`config.mk`:
```
export PLATFORM = sky130hd
export DESIGN_NAME = add_subt_responder
export DESIGN_NICKNAME = d
export VERILOG_FILES = /design/src/rtl/add_subt_responder.sv
export SDC_FILE = /design/constraint.sdc
export NUM_CORES = 1
export LEC_CHECK = 0
export CORE_ASPECT_RATIO = 1.25
export CORE_MARGIN = 1.5
export CORE_UTILIZATION = 50
export CTS_CLUSTER_DIAMETER = 200
export DETAILED_ROUTE_END_ITERATION = 8
export MAX_ROUTING_LAYER = met4
export PLACE_DENSITY = 0.89
export SLEW_MARGIN = 20
export SYNTH_ARGS = -nofsm -noshare
export SYNTH_HDL_FRONTEND = slang
export SYNTH_SLANG_ARGS = --single-unit
```
`constraint.sdc`:
```
create_clock -name clk -period 4.6 [get_ports clk]
set_input_delay 1.15 -clock clk [delete_from_list [all_inputs] [get_ports clk]]
set_output_delay 1.15 -clock clk [all_outputs]
set_load 0.01 [all_outputs]
```
`src/rtl/add_subt_responder.sv`:
```
// add_subt_responder: handshaked W-bit saturating adder/subtractor.
// A 5-state FSM (IDLE, LOAD, EXEC, SAT, READY) captures the operands, forms an
// exact W+1-bit sum, clamps it to the signed W-bit range, and holds the result
// until the initiator acknowledges it.
module add_subt_responder #(
   parameter int W = 32
) (
   input  logic         clk,
   input  logic         reset,
   input  logic         beg_add_subt,
   input  logic         ack_add_subt,
   input  logic         add_subt,
   input  logic [W-1:0] Data_X,
   input  logic [W-1:0] Data_Y,
   output logic         ready_add_subt,
   output logic         busy,
   output logic [W-1:0] result_out,
   output logic         overflow_flag,
   output logic         underflow_flag
);

   typedef enum logic [2:0] {
      ST_IDLE  = 3'd0,
      ST_LOAD  = 3'd1,
      ST_EXEC  = 3'd2,
      ST_SAT   = 3'd3,
      ST_READY = 3'd4
   } state_t;

   localparam logic [W-1:0] SAT_MAX = {1'b0, {(W-1){1'b1}}};
   localparam logic [W-1:0] SAT_MIN = {1'b1, {(W-1){1'b0}}};

   state_t         r_state;
   state_t         w_next_state;
   logic           r_ready;
   logic [W-1:0]   r_x;
   logic [W-1:0]   r_y;
   logic           r_op;
   logic [W:0]     r_sum;
   logic [W-1:0]   r_result;
   logic           r_ovf;
   logic           r_udf;

   logic [W:0]     w_x_ext;
   logic [W:0]     w_y_opnd;
   logic [W:0]     w_sum;
   logic           w_pos_sat;
   logic           w_neg_sat;

   // State register; reset forces IDLE immediately.
   // NOTE: sequential state uses non-blocking (<=) so every flop samples
   // pre-edge values; blocking (=) here would create order-dependent races.
   always_ff @(posedge clk or posedge reset) begin
      if (reset) r_state <= ST_IDLE;
      else       r_state <= w_next_state;
   end

   // Next-state decode; unused encodings fall back to IDLE.
   // NOTE: w_next_state gets a default before the case so no path leaves it
   // unassigned, which would otherwise infer a latch.
   always_comb begin
      w_next_state = ST_IDLE;
      case (r_state)
         ST_IDLE:  w_next_state = beg_add_subt ? ST_LOAD : ST_IDLE;
         ST_LOAD:  w_next_state = ST_EXEC;
         ST_EXEC:  w_next_state = ST_SAT;
         ST_SAT:   w_next_state = ST_READY;
         // Only an ack seen while ready is already presented releases READY.
         ST_READY: w_next_state = (ack_add_subt && r_ready) ? ST_IDLE : ST_READY;
         default:  w_next_state = ST_IDLE;
      endcase
   end

   // Exact W+1-bit datapath: subtraction is X + ~Y + 1 on sign-extended
   // operands, so Y = -2^(W-1) cannot overflow an intermediate.
   assign w_x_ext   = {r_x[W-1], r_x};
   assign w_y_opnd  = r_op ? ~{r_y[W-1], r_y} : {r_y[W-1], r_y};
   assign w_sum     = w_x_ext + w_y_opnd + {{W{1'b0}}, r_op};

   // Saturation detection: the two top bits of the exact sum disagree.
   assign w_pos_sat = ~r_sum[W] &  r_sum[W-1];
   assign w_neg_sat =  r_sum[W] & ~r_sum[W-1];

   // Operand capture in LOAD and sum register in EXEC; held otherwise.
   always_ff @(posedge clk or posedge reset) begin
      if (reset) begin
         r_x   <= '0;
         r_y   <= '0;
         r_op  <= 1'b0;
         r_sum <= '0;
      end else begin
         if (r_state == ST_LOAD) begin
            r_x  <= Data_X;
            r_y  <= Data_Y;
            r_op <= add_subt;
         end
         if (r_state == ST_EXEC) r_sum <= w_sum;
      end
   end

   // Result and flags change only in SAT and persist across IDLE.
   always_ff @(posedge clk or posedge reset) begin
      if (reset) begin
         r_result <= '0;
         r_ovf    <= 1'b0;
         r_udf    <= 1'b0;
      end else if (r_state == ST_SAT) begin
         r_ovf <= w_pos_sat;
         r_udf <= w_neg_sat;
         if (w_pos_sat)      r_result <= SAT_MAX;
         else if (w_neg_sat) r_result <= SAT_MIN;
         else                r_result <= r_sum[W-1:0];
      end
   end

   // Registered ready: rises on the first READY cycle (four edges after beg
   // was sampled) and drops on the edge that samples ack.
   always_ff @(posedge clk or posedge reset) begin
      if (reset) r_ready <= 1'b0;
      else       r_ready <= (r_state == ST_READY) && !(ack_add_subt && r_ready);
   end

   assign ready_add_subt = r_ready;
   assign busy           = (r_state != ST_IDLE);
   assign result_out     = r_result;
   assign overflow_flag  = r_ovf;
   assign underflow_flag = r_udf;

endmodule

```
==> metrics <==
total CTS buffers=17; Slew headroom=32.5%; EDFF count, synth=0; Final Skew=0.00909 ns; clk buf depth=2; core area=0.0143 mm²; ys async rst share=100%; hold_ws=0.474 ns; diodes inserted=0; Final nets=934; fin cells=1024; r2r startpoint=r_op; Syn Area/Cell=9.83 µm²; CP startpoint kind=flop; worst path required time=4.94 ns; H-tree depth=4; initial antenna violation count=0; total global-route track usage=22.5%; Die H=138 µm; Hold-fix buffers, CTS=0; first-pass GRT wire length=26900 µm; most instantiated library cell after synthesis=nand2_1; worst hold start=result_out[13]; Fin. Hold Viols=0; critical path cell sequence=buf_4 > xor2_1 > inv_1 > fa_1 > nor2b_1 > o2111ai_1 > a21oi_1 > o21ai_1 > a2111oi_2 > o211ai_1 > a2111o_1 > o211ai_1; TritonCTS clock tree=done; Cell variety after synth=52; maximum clock frequency=290 MHz; post-CTS resize count=0; final setup TNS=0 ns; drc violations=0; starting density of the core=50.9%; CP max stage cell=buf_4; crit path capture type=flop; worst min path class=reg -> reg; placed cells=992; Seq/Total Area, Yosys=46.8%; Synth area leaders=dfrtp_1 (47%), mux2_2 (10%), nand2_1 (7.1%); Net Count, Synth=841; Worst Path Arrival=3.78 ns; #FFs+latches synth=136; I/O pin count=105; num rows=49; share of post-route cells with drive strength above 1=13.8%; IO Port Bufs=104; synth cell count leaders=nand2_1 (138), dfrtp_1 (136), o21ai_0 (94), mux2_2 (67), xor2_1 (42); Synth Instances=740; clock root buffer=clkbuf_16; Worst R2R Setup Slack=1.16 ns; Period minus WS final=3.44 ns; die width=111 µm; synth warn=0; crit path max fanout=32; CP dominant cell by count=o211ai_1; critical path type=reg -> reg; worst slew pin tran=1.01 ns; TritonRoute pass-1 iters=5; Yosys top cell area share=46.8%; top_reg_cell synth=dfrtp_1; outcome=completed; hpwl dp=11000 µm; CTS sink cnt=136; vias in the first global route=5592; cell area after synthesis=0.00727 mm²; Clock Latency Late Sink=0.42 ns; final setup fails=0; Post-DRT Antenna Nets=0; post-layout util=63.5%; unrepaired setup endpoints after global routing=false; Die Area=0.0153 mm²; Hold Path Stages=2; Setup Buffers After CTS=0; GPL Wtd Cong=0.920; via/cell ratio=5.54; drt initial violations=321; total grt overflow=0; final WL=15600 µm; crit share post-route=74.9%; area growth from synthesis to layout=24.6%; via count=5671; reg2reg end=r_sum[30]; WL/cell=15.2 µm; dominant cell type by area after synthesis=dfrtp_1; max-slew violations=0; Worst Reg-to-Reg Cells=12; peak per-stage delay on the critical path=0.44 ns; largest net degree at the start of global routing=137; Max Cap Violations=0; Worst Hold End=result_out[13]; Clock transition at path regs=0.06 ns
area by class of cell:
| type | instances | area (µm²) |
|---|---|---|
| Timing Repair Buffer | 111 | 1110 |
| Clock inverter | 13 | 144 |
| Clock buffer | 19 | 453 |
| Inverter | 15 | 60.1 |
| Fill cell | 1086 | 5220 |
| Sequential cell | 136 | 3400 |
| Tap cell | 178 | 223 |
| Multi-Input combinational cell | 552 | 3680 |
worst max-delay path by stage:
stage          from         to  slack [ns]  depth (start not counted)
6_report       r_op  r_sum[30]        1.16                         12
5_1_grt        r_op  r_sum[30]        0.81                         12
4_1_cts        r_op  r_sum[30]        1.13                         12
3_5_place_dp   r_op  r_sum[30]        1.16                         12
3_3_place_gp   r_op  r_sum[30]        1.33                         12
2_1_floorplan  r_op  r_sum[30]        1.61                         12
state kept, by name, summed over array words and instances (netlist names):
signal / cells
r_x: 32
result_out: 32
ready_add_subt: 1
r_op: 1
underflow_flag: 1
r_state: 3
r_sum: 33
overflow_flag: 1
r_y: 32
per-stage QoR:
| stage | cell area (µm²) | setup slack (ns) |
|---|---|---|
| 2_1_floorplan | 7280 | 1.61 |
| 3_3_place_gp | 8470 | 1.33 |
| 3_5_place_dp | 8470 | 1.16 |
| 4_1_cts | 9060 | 1.13 |
| 5_1_grt | 9060 | 0.810 |
| 6_report | 9060 | 1.16 |
routing by layer:
layer | wire length, µm | track usage [%]
met4 | 337 | 9.69
met1 | 6990 | 28.0
met2 | 7700 | 36.4
met5 | 0 | -
met3 | 571 | 4.27
cells by family (layout without fill, tap and decap cells):
kind of cell,Yosys count,in the layout,synth area share [%]
simple gates,203,203,12.0
compound gates,193,193,15.7
flops,136,136,46.8
mux,68,68,10.5
xor+xnor,56,56,6.74
buf+inv,52,158,2.74
fa+ha+maj,32,32,5.61
cells in the final DEF (no fill, tap or decap), drive strengths merged, types with 3 or more instances in the layout:
master	Yosys	layout
xor2	42	42
inv	15	17
nor2b	3	3
clkdlybuf4s50	0	104
clkinv	0	4
a21oi	36	36
nor3b	4	4
a21o	9	9
o211ai	6	6
buf	7	7
a211oi	8	8
xnor2	14	14
nand3	12	12
nor2	20	20
ha	31	31
o21ai	104	104
and2	3	3
a2111o	3	3
dfrtp	136	136
nand4	7	7
clkbuf	30	19
a31oi	3	3
or2	5	5
o2111ai	3	3
o21bai	3	3
nand2	138	138
mux2	67	67
nor3	3	3
clkinvlp	0	5
critical path, delay by kind of cell (launching register included):
family	cells	cell delay (ns)
buffers and inverters	2	0.53
AOI/OAI and AO/OA	7	1.63
xor gates and xnor gates	1	0.26
adders and majority gates	1	0.43
DFF	1	0.36
and+or+nand+nor	1	0.16
Power is not shown: default switching activity piles up to over one toggle a cycle in this logic, so the estimate is an artifact.
